## src/rtl/lsu_pkg.sv

```systemverilog
// lsu_pkg: state encodings and default sizing shared by the LSU cluster top and its lanes.
package lsu_pkg;

   localparam int LSU_NUM_LANES      = 4;
   localparam int LSU_ADDR_BITS      = 8;
   localparam int LSU_DATA_BITS      = 16;
   localparam int LSU_TIMEOUT_CYCLES = 255;

   typedef enum logic [1:0] {
      LANE_IDLE,
      LANE_REQ,
      LANE_RELEASE,
      LANE_DONE
   } lane_state_t;

   typedef enum logic [1:0] {
      TOP_IDLE,
      TOP_BUSY,
      TOP_RESP
   } top_state_t;

endpackage

```

## src/rtl/lsu_lane.sv

```systemverilog
// lsu_lane: one memory-controller consumer port with its handshake FSM and load-data register.
// The per-lane watchdog exists only when LSU_TIMEOUT_EN is defined.
module lsu_lane
   import lsu_pkg::*;
#(
   parameter int ADDR_BITS      = LSU_ADDR_BITS,
   parameter int DATA_BITS      = LSU_DATA_BITS,
   parameter int TIMEOUT_CYCLES = LSU_TIMEOUT_CYCLES
) (
   input  logic                 clk,
   input  logic                 reset,
   input  logic                 i_start,
   input  logic                 i_write,
   input  logic                 i_clear,
   input  logic [ADDR_BITS-1:0] i_addr,
   input  logic [DATA_BITS-1:0] i_wdata,
   input  logic                 i_read_ready,
   input  logic [DATA_BITS-1:0] i_read_data,
   input  logic                 i_write_ready,
   output logic                 o_read_valid,
   output logic                 o_write_valid,
   output logic [ADDR_BITS-1:0] o_addr,
   output logic [DATA_BITS-1:0] o_wdata,
   output logic [DATA_BITS-1:0] o_rsp_data,
   output logic                 o_done,
   output logic                 o_timeout
);

   lane_state_t          r_state;
   lane_state_t          w_next;
   logic                 r_write;
   logic [ADDR_BITS-1:0] r_addr;
   logic [DATA_BITS-1:0] r_wdata;
   logic [DATA_BITS-1:0] r_rsp_data;
   logic                 r_read_valid;
   logic                 r_write_valid;
   logic                 w_ready;
   logic                 w_expired;
   logic                 w_timeout;

`ifdef LSU_TIMEOUT_EN
   localparam int CNT_BITS = $clog2(TIMEOUT_CYCLES + 1);

   logic [CNT_BITS-1:0] r_cnt;
   logic                w_waiting;

   assign w_waiting = (r_state == LANE_REQ) || (r_state == LANE_RELEASE);
   assign w_expired = w_waiting && (r_cnt == CNT_BITS'(TIMEOUT_CYCLES - 1));

   always_ff @(posedge clk) begin
      if (reset || i_start) begin
         r_cnt <= '0;
      end else if (w_waiting) begin
         r_cnt <= r_cnt + 1'b1;
      end
   end
`else
   assign w_expired = 1'b0;
`endif

   // NOTE: every signal driven here gets a default first so no path leaves one unassigned (no latch).
   always_comb begin
      w_next    = r_state;
      w_timeout = 1'b0;
      w_ready   = r_write ? i_write_ready : i_read_ready;
      case (r_state)
         LANE_IDLE:    if (i_start) w_next = LANE_REQ;
         LANE_REQ: begin
            if (w_ready) begin
               w_next = LANE_RELEASE;
            end else if (w_expired) begin
               w_next    = LANE_DONE;
               w_timeout = 1'b1;
            end
         end
         // Wait for ready to fall so the controller's late-clearing ready is not a second acknowledge.
         LANE_RELEASE: begin
            if (!w_ready) begin
               w_next = LANE_DONE;
            end else if (w_expired) begin
               w_next    = LANE_DONE;
               w_timeout = 1'b1;
            end
         end
         LANE_DONE:    if (i_clear) w_next = LANE_IDLE;
         default:      w_next = LANE_IDLE;
      endcase
   end

   // NOTE: sequential state uses non-blocking assignments only, so every flop samples pre-edge values.
   always_ff @(posedge clk) begin
      if (reset) begin
         r_state       <= LANE_IDLE;
         r_write       <= 1'b0;
         r_addr        <= '0;
         r_wdata       <= '0;
         r_rsp_data    <= '0;
         r_read_valid  <= 1'b0;
         r_write_valid <= 1'b0;
      end else begin
         r_state <= w_next;
         if (i_start) begin
            r_write       <= i_write;
            r_addr        <= i_addr;
            r_wdata       <= i_wdata;
            r_read_valid  <= !i_write;
            r_write_valid <= i_write;
         end else if (w_next != LANE_REQ) begin
            r_read_valid  <= 1'b0;
            r_write_valid <= 1'b0;
         end
         if ((r_state == LANE_REQ) && w_ready && !r_write) begin
            r_rsp_data <= i_read_data;
         end
      end
   end

   assign o_read_valid  = r_read_valid;
   assign o_write_valid = r_write_valid;
   assign o_addr        = r_addr;
   assign o_wdata       = r_wdata;
   assign o_rsp_data    = r_rsp_data;
   assign o_done        = (r_state == LANE_DONE);
   assign o_timeout     = w_timeout;

endmodule

```

## src/rtl/lsu_cluster.sv

```systemverilog
// lsu_cluster: fans one core load/store out to masked lanes, each a consumer of the shared memory
// controller, and returns a single response once all masked lanes finish. Option: LSU_TIMEOUT_EN.
module lsu_cluster
   import lsu_pkg::*;
#(
   parameter int NUM_LANES      = LSU_NUM_LANES,
   parameter int ADDR_BITS      = LSU_ADDR_BITS,
   parameter int DATA_BITS      = LSU_DATA_BITS,
   parameter int TIMEOUT_CYCLES = LSU_TIMEOUT_CYCLES
) (
   input  logic                           clk,
   input  logic                           reset,
   input  logic                           req_valid,
   output logic                           req_ready,
   input  logic                           req_write,
   input  logic [NUM_LANES-1:0]           req_mask,
   input  logic [NUM_LANES*ADDR_BITS-1:0] req_addr,
   input  logic [NUM_LANES*DATA_BITS-1:0] req_wdata,
   output logic                           rsp_valid,
   output logic [NUM_LANES*DATA_BITS-1:0] rsp_data,
   output logic                           rsp_err,
   output logic [NUM_LANES-1:0]           mem_read_valid,
   output logic [NUM_LANES*ADDR_BITS-1:0] mem_read_address,
   input  logic [NUM_LANES-1:0]           mem_read_ready,
   input  logic [NUM_LANES*DATA_BITS-1:0] mem_read_data,
   output logic [NUM_LANES-1:0]           mem_write_valid,
   output logic [NUM_LANES*ADDR_BITS-1:0] mem_write_address,
   output logic [NUM_LANES*DATA_BITS-1:0] mem_write_data,
   input  logic [NUM_LANES-1:0]           mem_write_ready
);

   top_state_t           r_state;
   top_state_t           w_next;
   logic [NUM_LANES-1:0] r_mask;
   logic [NUM_LANES-1:0] w_lane_done;
   logic [NUM_LANES-1:0] w_lane_timeout;
   logic                 w_accept;
   logic                 w_all_done;
   logic                 w_clear;

   assign w_accept   = req_valid && (r_state == TOP_IDLE);
   assign w_all_done = &(w_lane_done | ~r_mask);
   assign w_clear    = (r_state == TOP_RESP);

   always_comb begin
      w_next = r_state;
      case (r_state)
         TOP_IDLE: if (req_valid) w_next = TOP_BUSY;
         TOP_BUSY: if (w_all_done) w_next = TOP_RESP;
         TOP_RESP: w_next = TOP_IDLE;
         default:  w_next = TOP_IDLE;
      endcase
   end

   always_ff @(posedge clk) begin
      if (reset) begin
         r_state <= TOP_IDLE;
         r_mask  <= '0;
      end else begin
         r_state <= w_next;
         if (w_accept) r_mask <= req_mask;
      end
   end

`ifdef LSU_TIMEOUT_EN
   logic r_err;

   // Sticky across the whole operation; only a new acceptance clears it.
   always_ff @(posedge clk) begin
      if (reset) begin
         r_err <= 1'b0;
      end else if (w_accept) begin
         r_err <= 1'b0;
      end else if (|w_lane_timeout) begin
         r_err <= 1'b1;
      end
   end

   assign rsp_err = r_err;
`else
   assign rsp_err = 1'b0;
`endif

   for (genvar g = 0; g < NUM_LANES; g++) begin : g_lane
      logic [ADDR_BITS-1:0] w_addr;

      lsu_lane #(
         .ADDR_BITS      (ADDR_BITS),
         .DATA_BITS      (DATA_BITS),
         .TIMEOUT_CYCLES (TIMEOUT_CYCLES)
      ) u_lane (
         .clk           (clk),
         .reset         (reset),
         .i_start       (w_accept && req_mask[g]),
         .i_write       (req_write),
         .i_clear       (w_clear),
         .i_addr        (req_addr[g*ADDR_BITS +: ADDR_BITS]),
         .i_wdata       (req_wdata[g*DATA_BITS +: DATA_BITS]),
         .i_read_ready  (mem_read_ready[g]),
         .i_read_data   (mem_read_data[g*DATA_BITS +: DATA_BITS]),
         .i_write_ready (mem_write_ready[g]),
         .o_read_valid  (mem_read_valid[g]),
         .o_write_valid (mem_write_valid[g]),
         .o_addr        (w_addr),
         .o_wdata       (mem_write_data[g*DATA_BITS +: DATA_BITS]),
         .o_rsp_data    (rsp_data[g*DATA_BITS +: DATA_BITS]),
         .o_done        (w_lane_done[g]),
         .o_timeout     (w_lane_timeout[g])
      );

      assign mem_read_address[g*ADDR_BITS +: ADDR_BITS]  = w_addr;
      assign mem_write_address[g*ADDR_BITS +: ADDR_BITS] = w_addr;
   end

   assign req_ready = (r_state == TOP_IDLE);
   assign rsp_valid = (r_state == TOP_RESP);

endmodule

```

## config.mk

```make
export PLATFORM = sky130hd
export DESIGN_NAME = lsu_cluster
export DESIGN_NICKNAME = d
export VERILOG_FILES = /design/src/rtl/lsu_pkg.sv /design/src/rtl/lsu_lane.sv /design/src/rtl/lsu_cluster.sv
export SDC_FILE = /design/constraint.sdc
export NUM_CORES = 1
export LEC_CHECK = 0
export ABC_AREA = 1
export CORE_AREA = 2 2 146 148
export CTS_CLUSTER_DIAMETER = 100
export DETAILED_ROUTE_END_ITERATION = 7
export DIE_AREA = 0 0 148 150
export PLACE_DENSITY = 0.76
export SYNTH_ARGS = -nofsm -noshare
export SYNTH_HDL_FRONTEND = slang
export SYNTH_HIERARCHICAL = 1
export SYNTH_SLANG_ARGS = --single-unit
```

## constraint.sdc

```tcl
create_clock -name clk -period 1.7 [get_ports clk]
set_input_delay 0.34 -clock clk [delete_from_list [all_inputs] [get_ports clk]]
set_output_delay 0.34 -clock clk [all_outputs]
set_load 0.02 [all_outputs]
```

==> results of run 1 <==
[registers in the layout, indices dropped and copies added, names as in the netlist]
register                     flops
r_state                          2
g_lane.u_lane/o_wdata           64
g_lane.u_lane/o_read_valid       4
g_lane.u_lane/o_write_valid      4
g_lane.u_lane/o_addr            32
r_mask                           4
g_lane.u_lane/r_state            8
g_lane.u_lane/o_rsp_data        64
g_lane.u_lane/r_write            4
[power breakdown]
group / total [W] / internal [W] / switching (W)
Combinational: 0.00221 / 0.00100 / 0.00120
Clock: 0.00373 / 0.00192 / 0.00181
Sequential: 0.00485 / 0.00468 / 0.000176
[layer usage]
metal	vias to the layer above	wire, um
met5	-	0
met4	0	376
met3	26	1933
met2	252	10450
met1	3201	8864
li1	3601	-
[worst max path at each step]
stage                                       start                                          end
after floorplan           r_state[1]$_SDFFE_PP0P_  g_lane[0].u_lane/o_write_valid$_SDFFE_PP0P_
after global placement                  req_valid        g_lane[3].u_lane/r_write$_SDFFE_PP0P_
after detailed placement                req_valid    g_lane[2].u_lane/o_wdata[11]$_SDFFE_PP0P_
after CTS                 r_state[0]$_SDFFE_PP0P_                                    req_ready
after global routing      r_state[0]$_SDFFE_PP0P_                                    req_ready
final                     r_state[0]$_SDFFE_PP0P_                                    req_ready
[area by class of cell]
class                           count  area [sq um]  share of cell area
Tap cell                          275         344.1             0.03032
Timing Repair Buffer              410          3865              0.3406
Sequential cell                   186          3724              0.3281
Clock buffer                       19         432.9             0.03815
Inverter                           53         219.0             0.01929
Clock inverter                     12         108.9            0.009592
Multi-Input combinational cell    612          2655              0.2340
[layout by cell type (no fill, tap or decap), drive strengths merged]
| master | count |
|---|---|
| or2 | 5 |
| o21ai | 161 |
| a21oi | 24 |
| nor3b | 1 |
| a21boi | 4 |
| conb | 1 |
| nand2 | 53 |
| dfxtp | 186 |
| nand3 | 16 |
| dlygate4sd2 | 201 |
| buf | 34 |
| nor2 | 347 |
| clkinvlp | 5 |
| clkbuf | 19 |
| clkdlybuf4s50 | 175 |
| inv | 60 |
[worst max-delay path, stage by stage, from the launching register on]
cell	delay, ns
dfxtp_1	0.34
nor2_4	0.14
dlygate4sd2_1	0.38
[timing repair]
action,CTS,global route
hold buffers,0,0
hold endpoints to repair,0,0
setup endpoints to repair,202,0
resized for setup,205,0
[stage by stage]
stage                     setup WS, ns  instances    util  total power [W]
final                          0.08388       1567  0.5485          0.01078
after global routing           0.02371       1567  0.5485          0.01130
after CTS                      0.03063       1567  0.5485          0.01094
after detailed placement      -0.07699       1536  0.5347         0.007423
after global placement        -0.04976       1536  0.5347         0.007389
after floorplan                 0.1470        928       -         0.006152
==> metrics.yaml, run 1 <==
cts:
  cts_tree: "yes"
  cts_post_setup_buffers_inserted: 0
  insertion_delay_ns: 0.42
  cts-root-buf: "clkbuf_16"
  clock_sinks: 186
  clk_path_buf_depth: 2
  h-tree-depth: 4
  clkTransAtPathRegs_ns: 0.07
  numCtsBuffers: 17
global_routing:
  use_met1: 0.2173
  met3_usage: 0.06677
  grt_antenna_before_repair: 0
  busiest_layer: "met2"
  track_usage: 0.1874
  met2_usage: 0.3243
  first_global_vias: 6664
  grt_overflow_total: 0
  grt_max_degree: 42
  grt_pass1_wl_um: 33420
run:
  drv_cap: 0
worst_setup_path:
  timing.rr.end: "g_lane[0].u_lane/o_read_valid$_SDFFE_PP0P_"
  critPathKind: "flop to output port"
  crit_arrival_ns: 1.28
  cp-start-kind: "flop"
  setup.worst_path.end_class: "output port"
  r2r_slack_ns: 0.23
  r2r_start: "r_state[1]$_SDFFE_PP0P_"
  worst-r2r-cell-count: 7
  crit_fanout: 3
  required_ns: 1.36
timing:
  finClkSkew_ns: 0.01417
  setup_tns_ns: 0
  period_minus_slack_ns: 1.616
  max_freq_mhz: 618.8
  final-hold-violation-count: 0
  whs_ns: 0.4585
  rsz0062_at_grt: "no"
  slew_violations: 0
  setup_viol: 0
  period_share: 0.9507
finish:
  finalInstanceArea_sq_um: 11350
  area_delta_synth_final_pct: 59.15
  antenna_cells: 0
  drive_above_1_share: 0.06889
  fin_nets: 1456
  n_fill_cell: 1992
synthesis:
  syn-num-nets: 1104
  syn_area_sq_um: 7131
  synth_cells: 928
  syn_area_per_cell_sq_um: 7.684
  synth_warnings: 6
floorplan:
  initial_core_util: 0.3446
  coreArea_sq_um: 20690
  die-area_sq_um: 22200
  io_pins: 379
  dieWidth_um: 148
  die_y_um: 150
  rows: 53
run_status:
  outcome: "completed"
place:
  place_area_sq_um: 11060
  gp_congestion: 0.8131
  hpwl_um: 16200
  placement.io_buffers: 377
detailed_routing:
  ant_nets: 0
  drc: 0
  drtIter0Drc: 315
  wl_per_cell_um: 13.80
  vias: 7080
  viasPerCell: 4.518
  firstDrtPassIters: 4
  finalWirelength_um: 21630
hold_path:
  hold_class: "flop to flop"
  hold_path_end: "r_mask[3]$_SDFFE_PP0P_"
  hp-start: "r_mask[3]$_SDFFE_PP0P_"
  worst_hold_path.num_cells: 2
power_and_ir_drop:
  vdd_drop_max_uv: 642.2
  power_density_nw_per_um2: 950.2
  leakagePower_nw: 5.529
(Power assumes the default switching activity.)
==> run 2: changes to the inputs <==
--- a/config.mk
+++ b/config.mk
@@ -6,11 +6,13 @@
 export NUM_CORES = 1
 export LEC_CHECK = 0
 export ABC_AREA = 1
-export CORE_AREA = 2 2 146 148
+export CELL_PAD_IN_SITES_DETAIL_PLACEMENT = 0
+export CELL_PAD_IN_SITES_GLOBAL_PLACEMENT = 1
+export CORE_MARGIN = 1
+export CORE_UTILIZATION = 27
 export CTS_CLUSTER_DIAMETER = 100
 export DETAILED_ROUTE_END_ITERATION = 7
-export DIE_AREA = 0 0 148 150
-export PLACE_DENSITY = 0.76
+export PLACE_DENSITY = 0.84
 export SYNTH_ARGS = -nofsm -noshare
 export SYNTH_HDL_FRONTEND = slang
 export SYNTH_HIERARCHICAL = 1
==> metrics.yaml, run 2 (synthesis gave the netlist of run 1 again) <==
run_status:
  outcome: "completed"  # unchanged
finish:
  final_common_cell: "nor2_1"  # unchanged
  antenna_cells: 0  # unchanged
  area_delta_synth_final_pct: 60.08  # was 59.15%
  layout_common_cells: "nor2_1 (341), dlygate4sd2_1 (200), dfxtp_1 (185), clkdlybuf4s50_1 (175), o21ai_0 (121)"  # was nor2_1 (342), dlygate4sd2_1 (201), dfxtp_1 (186), clkdlybuf4s50_1 (175), o21ai_0 (121)
  finalInstanceArea_sq_um: 11410  # was 11,350 sq um
  drive_above_1_share: 0.07187  # was 0.06889
  fin_nets: 1457  # was 1,456
  utilization: 0.4393  # was 0.5485
worst_setup_path:
  setup.worst_path.end_class: "output port"  # unchanged
  timing.rr.end: "g_lane[3].u_lane/o_read_valid$_SDFFE_PP0P_"  # was g_lane[0].u_lane/o_read_valid$_SDFFE_PP0P_
  r2r_slack_ns: 0.33  # was 0.23 ns
  critPathMaxStageDelay_ns: 0.35  # was 0.38 ns
  critPathLaunch: "r_state[1]$_SDFFE_PP0P_"  # was r_state[0]$_SDFFE_PP0P_
  critPathKind: "flop to output port"  # unchanged
  cp-start-kind: "flop"  # unchanged
  path_cells: "inv_1 > nor2_2 > buf_4 > buf_4"  # was nor2_4 > dlygate4sd2_1
  slowest_stage: "dfxtp_2"  # was dlygate4sd2_1
  critical-path-top-delay-family: "buffers and inverters"  # unchanged
  required_ns: 1.36  # about the same
  crit_fanout: 5  # was 3
  r2r_start: "r_state[0]$_SDFFE_PP0P_"  # was r_state[1]$_SDFFE_PP0P_
  crit_arrival_ns: 1.28  # about the same
  crit_buf_inv: 3  # was 1
  path_common_cell: "buf_4"
  worst-r2r-cell-count: 7  # unchanged
cts:
  clkTransAtPathRegs_ns: 0.06  # was 0.07 ns
  cts-root-buf: "clkbuf_16"  # unchanged
  numCtsBuffers: 17  # unchanged
  h-tree-depth: 4  # unchanged
  insertion_delay_ns: 0.42  # about the same
  cts_post_setup_buffers_inserted: 0  # unchanged
  clock_sinks: 186  # unchanged
  cts_tree: "yes"  # unchanged
  clk_path_buf_depth: 2  # unchanged
hold_path:
  hp-start: "r_mask[1]$_SDFFE_PP0P_"  # was r_mask[3]$_SDFFE_PP0P_
  worst_hold_path.num_cells: 2  # unchanged
  hold_path_end: "r_mask[1]$_SDFFE_PP0P_"  # was r_mask[3]$_SDFFE_PP0P_
  hold_class: "flop to flop"  # unchanged
timing:
  slew_violations: 0  # unchanged
  final-hold-violation-count: 0  # unchanged
  setup_viol: 0  # unchanged
  layout_setup_ws_ns: 0.08272  # was 0.08388 ns
  period_minus_slack_ns: 1.617  # was 1.616 ns
  max_freq_mhz: 618.3  # was 618.8 MHz
  finClkSkew_ns: 0.01497  # was 0.01417 ns
  setup_tns_ns: 0  # unchanged
  period_share: 0.9513  # was 0.9507
  rsz0062_at_grt: "no"  # unchanged
detailed_routing:
  drc: 0  # unchanged
  drtIter0Drc: 415  # was 315
  vias: 6903  # was 7,080
  finalWirelength_um: 22000  # was 21,630 um
  wl_per_cell_um: 13.51  # was 13.80 um
  viasPerCell: 4.238  # was 4.518
  firstDrtPassIters: 4  # unchanged
  ant_nets: 0  # unchanged
global_routing:
  first_global_vias: 6593  # was 6,664
  track_usage: 0.1574  # was 0.1874
  grt_overflow_total: 0  # unchanged
  grt_antenna_before_repair: 1  # was 0
  grt_pass1_wl_um: 33670  # was 33,420 um
  grt_max_degree: 42  # unchanged
floorplan:
  die-area_sq_um: 27060  # was 22,200 sq um
  dieWidth_um: 164.5  # was 148 um
  initial_core_util: 0.2744  # was 0.3446
  die_y_um: 164.5  # was 150 um
  rows: 59  # was 53
  io_pins: 379  # unchanged
  coreArea_sq_um: 25980  # was 20,690 sq um
power_and_ir_drop:
  netSwitchingFraction: 0.2978  # was 0.2955
  power_frac_comb: 0.203  # was 0.204
  p_int_w: 0.007603  # was 0.007597 W
  power_density_nw_per_um2: 948.6  # was 950.2 nW/um^2
  vdd_drop_max_uv: 463.3  # was 642.2 uV
  power_switching_w: 0.003225  # was 0.003187 W
  pwr-share-seq: 0.448  # was 0.450
  leakagePower_nw: 5.532  # was 5.529 nW
  power_frac_clock: 0.349  # was 0.346
  p_total_w: 0.01083  # was 0.01078 W
place:
  gp_congestion: 0.7442  # was 0.8131
  hpwl_um: 16190  # was 16,200 um
  place_area_sq_um: 11120  # was 11,060 sq um
  place_ws_ns: -0.1134  # was -0.07699 ns
  placement.io_buffers: 377  # unchanged
run:
  drv_cap: 0  # unchanged
-- run 2: cell type report --
type | count | area, sq um
Inverter | 53 | 219.0
Multi-Input combinational cell | 612 | 2658
Clock inverter | 12 | 111.4
Timing Repair Buffer | 411 | 3846
Fill cell | 2705 | 14570
Clock buffer | 20 | 436.7
Tap cell | 335 | 419.2
Sequential cell | 186 | 3725
-- run 2: worst max-delay path by stage --
| stage | cells after the start | to | slack (ns) |
|---|---|---|---|
| after CTS | 2 | req_ready | -0.02 |
| after detailed placement | 7 | g_lane[3].u_lane/o_read_valid$_SDFFE_PP0P_ | -0.11 |
| after global placement | 7 | g_lane[3].u_lane/o_read_valid$_SDFFE_PP0P_ | -0.13 |
| after floorplan | 6 | g_lane[0].u_lane/o_write_valid$_SDFFE_PP0P_ | 0.15 |
| after global routing | 4 | rsp_valid | 0.02 |
| final | 4 | rsp_valid | 0.08 |
-- run 2: metrics by stage --
stage	instances	hold slack (ns)
global route	1629	0.4699
finish	1629	0.4622
CTS	1629	0.4615
global placement	1597	0.4466
detailed placement	1597	0.4501
floorplan	928	0.4091
-- run 2: per-layer routing --
layer  global-route usage  vias up  wire length (um)
met5                    0        -                 8
met4              0.03920        2               212
met3              0.05650       11              1983
met2               0.2714      212             10460
met1               0.1845     3076              9339
li1                     -     3602                 -
-- run 2: worst min-delay path: cells and delay by family, from the launching register on --
kind	cells	cell delay, ns
flops	1	0.31
compound gates	1	0.05
simple gates	1	0.06
-- run 2: power by group through the flow --
stage / Sequential [W] / Clock [W] / Combinational, W
4_1_cts: 0.00485 / 0.00392 / 0.00223
5_1_grt: 0.00489 / 0.00411 / 0.00241
3_5_place_dp: 0.00496 / 0 / 0.00246
6_report: 0.00485 / 0.00378 / 0.00220
2_1_floorplan: 0.00529 / 0 / 0.000863
3_3_place_gp: 0.00495 / 0 / 0.00245
-- run 2: what timing repair did --
item,in CTS,in global routing
hold endpoints to repair,0,0
endpoints found under the setup margin,202,2
gates resized for setup,203,2
hold buffers,0,0
==> run 3: changes to the inputs <==
--- a/config.mk
+++ b/config.mk
@@ -9,10 +9,11 @@
 export CELL_PAD_IN_SITES_DETAIL_PLACEMENT = 0
 export CELL_PAD_IN_SITES_GLOBAL_PLACEMENT = 1
 export CORE_MARGIN = 1
-export CORE_UTILIZATION = 27
+export CORE_UTILIZATION = 28
+export CTS_BUF_LIST = sky130_fd_sc_hd__clkbuf_4
 export CTS_CLUSTER_DIAMETER = 100
 export DETAILED_ROUTE_END_ITERATION = 7
-export PLACE_DENSITY = 0.84
+export PLACE_DENSITY = 0.87
 export SYNTH_ARGS = -nofsm -noshare
 export SYNTH_HDL_FRONTEND = slang
 export SYNTH_HIERARCHICAL = 1
==> constraint.sdc (replaced) <==
create_clock -name clk -period 1.7 [get_ports clk]
set_input_delay 0.34 -clock clk [delete_from_list [all_inputs] [get_ports clk]]
set_output_delay 0.34 -clock clk [all_outputs]
set_load 0.05 [all_outputs]
==> metrics.yaml, run 3 (synthesis gave the netlist of run 1 again) <==
finish:
  regArea_sq_um: 3726  # was 3725 sq um
  final_common_cell: "nor2_1"  # unchanged
  drive_above_1_share: 0.2273  # was 0.07187
  utilization: 0.4327  # was 0.4393
  final_cells: 1620  # was 1,629
  fin_nets: 1452  # was 1,457
  n_fill_cell: 2557  # was 2,705
  area_delta_synth_final_pct: 52.38  # was 60.08%
  multiInputGateArea_sq_um: 2663  # was 2658 sq um
  layout_common_cells: "nor2_1 (341), buf_4 (222), dfxtp_1 (184), clkdlybuf4s50_1 (175), o21ai_0 (121)"  # was nor2_1 (341), dlygate4sd2_1 (200), dfxtp_1 (185), clkdlybuf4s50_1 (175), o21ai_0 (121)
timing:
  period_minus_slack_ns: 1.659  # was 1.617 ns
  final-hold-violation-count: 0  # unchanged
  period_share: 0.9758  # was 0.9513
  finClkSkew_ns: 0.03255  # was 0.01497 ns
  max_freq_mhz: 602.9  # was 618.3 MHz
  rsz0062_at_grt: "yes"  # was no
  slew_violations: 0  # unchanged
  setup_viol: 0  # unchanged
worst_setup_path:
  timing.rr.end: "g_lane[3].u_lane/r_write$_SDFFE_PP0P_"  # was g_lane[3].u_lane/o_read_valid$_SDFFE_PP0P_
  setup.worst_path.end_class: "output port"  # unchanged
  cp-start-kind: "flop"  # unchanged
  required_ns: 1.36  # about the same
  crit_arrival_ns: 1.32  # was 1.28 ns
  slowest_stage: "dfxtp_2"  # unchanged
  critPathKind: "flop to output port"  # unchanged
  crit_fanout: 2  # was 5
  r2r_slack_ns: 0.18  # was 0.33 ns
  path_cells: "inv_2 > nor2_4 > buf_6 > buf_12"  # was inv_1 > nor2_2 > buf_4 > buf_4
  critPathMaxStageDelay_ns: 0.39  # was 0.35 ns
  r2r_start: "r_state[1]$_SDFFE_PP0P_"  # was r_state[0]$_SDFFE_PP0P_
  worst-r2r-cell-count: 8  # was 7
power_and_ir_drop:
  power_frac_clock: 0.228  # was 0.349
  vdd_drop_max_uv: 339.1  # was 463.3 uV
  power_frac_comb: 0.300  # was 0.203
  netSwitchingFraction: 0.3782  # was 0.2978
  p_int_w: 0.006431  # was 0.007603 W
  pwr-share-seq: 0.472  # was 0.448
  leakagePower_nw: 4.939  # was 5.532 nW
  power_switching_w: 0.003911  # was 0.003225 W
  power_density_nw_per_um2: 951.9  # was 948.6 nW/um^2
floorplan:
  die-area_sq_um: 26110  # was 27,060 sq um
  initial_core_util: 0.2840  # was 0.2744
  coreArea_sq_um: 25110  # was 25,980 sq um
  die_y_um: 161.6  # was 164.5 um
  dieWidth_um: 161.6  # was 164.5 um
  rows: 58  # was 59
  io_pins: 379  # unchanged
cts:
  clkTransAtPathRegs_ns: 0.18  # was 0.06 ns
  insertion_delay_ns: 0.55  # was 0.42 ns
  hold_buffers: 0  # unchanged
  h-tree-depth: 4  # unchanged
  cts-root-buf: "clkbuf_4"  # was clkbuf_16
  numCtsBuffers: 17  # unchanged
  clk_path_buf_depth: 2  # unchanged
  cts_tree: "yes"  # unchanged
  clock_sinks: 186  # unchanged
global_routing:
  grt_overflow_total: 0  # unchanged
  grt_antenna_before_repair: 2  # was 1
  track_usage: 0.1634  # was 0.1574
  first_global_vias: 6566  # was 6,593
  grt_pass1_wl_um: 33950  # was 33,670 um
  grt_max_degree: 42  # unchanged
hold_path:
  hp-start: "req_addr[4]"  # was r_mask[1]$_SDFFE_PP0P_
  worst_hold_path.num_cells: 3  # was 2
  hold_path_end: "g_lane[0].u_lane/o_addr[4]$_SDFFE_PP0P_"  # was r_mask[1]$_SDFFE_PP0P_
  hold_class: "primary input to flop"  # was flop to flop
detailed_routing:
  finalWirelength_um: 21970  # was 22,000 um
  drc: 0  # unchanged
  viasPerCell: 4.342  # was 4.238
  ant_nets: 0  # unchanged
  firstDrtPassIters: 4  # unchanged
  wl_per_cell_um: 13.56  # was 13.51 um
  drtIter0Drc: 389  # was 415
  vias: 7034  # was 6,903
run:
  drv_cap: 0  # unchanged
place:
  placement.io_buffers: 377  # unchanged
  place_inst: 1585  # was 1,597
  hpwl_um: 16050  # was 16,190 um
  gp_congestion: 0.7826  # was 0.7442
run_status:
  outcome: "completed"  # unchanged
[run 3: per-stage QoR]
stage	cell area, sq um	hold slack [ns]	setup WS (ns)	setup TNS (ns)	total power, W
final	10870	0.3367	0.04122	0	0.01034
after global routing	10870	0.2500	-0.07679	-0.07679	0.01089
after CTS	10860	0.2561	-0.08052	-0.08052	0.01052
after global placement	10570	0.4467	-0.1419	-3.430	0.008058
after detailed placement	10570	0.4546	-0.1093	-4.364	0.008087
after floorplan	7133	0.4091	0.06714	0	0.006943
[run 3: cell type report]
cell class | count | share of cell area
Timing Repair Buffer | 406 | 0.3296
Sequential cell | 186 | 0.3429
Multi-Input combinational cell | 612 | 0.2450
Antenna cell | 1 | 0.0002303
Tap cell | 330 | 0.03800
Inverter | 53 | 0.02015
Clock buffer | 17 | 0.01175
Clock inverter | 15 | 0.01232
[run 3: power groups by stage]
| stage | Sequential (W) | Clock [W] | Combinational, W |
|---|---|---|---|
| 3_3_place_gp | 0.00496 | 0 | 0.00310 |
| 4_1_cts | 0.00489 | 0.00251 | 0.00313 |
| 5_1_grt | 0.00493 | 0.00267 | 0.00330 |
| 3_5_place_dp | 0.00497 | 0 | 0.00312 |
| 6_report | 0.00488 | 0.00235 | 0.00311 |
| 2_1_floorplan | 0.00592 | 0 | 0.00102 |
[run 3: layer usage]
layer  vias up  part of all wire  GRT usage
li1       3593                 -          -
met1      3184              0.43     0.1938
met2       236              0.48     0.2823
met3        19             0.074    0.05085
met4         2             0.014    0.04631
met5         -           0.00050          0
[run 3: how the worst max path moves through the flow]
stage / from / to / slack, ns / cells after the start
6_report: r_state[1]$_SDFFE_PP0P_ / rsp_valid / 0.04 / 4
5_1_grt: r_state[1]$_SDFFE_PP0P_ / rsp_valid / -0.08 / 4
4_1_cts: r_state[1]$_SDFFE_PP0P_ / rsp_valid / -0.08 / 4
3_5_place_dp: req_valid / g_lane[2].u_lane/o_read_valid$_SDFFE_PP0P_ / -0.11 / 8
3_3_place_gp: req_valid / g_lane[2].u_lane/o_read_valid$_SDFFE_PP0P_ / -0.14 / 8
2_1_floorplan: r_state[1]$_SDFFE_PP0P_ / g_lane[0].u_lane/o_write_valid$_SDFFE_PP0P_ / 0.07 / 6
[run 3: timing repair]
item,4_1_cts,5_1_grt
setup buffers,3,0
gates resized for setup,5,2
endpoints found under the setup margin,2,2
pin swaps,2,1
cloned,0,0
[run 3: critical path, delay by kind of cell (launching register included)]
kind          cells  cell delay (ns)
buf+inv           3             0.30
flops             1             0.39
simple gates      1             0.09
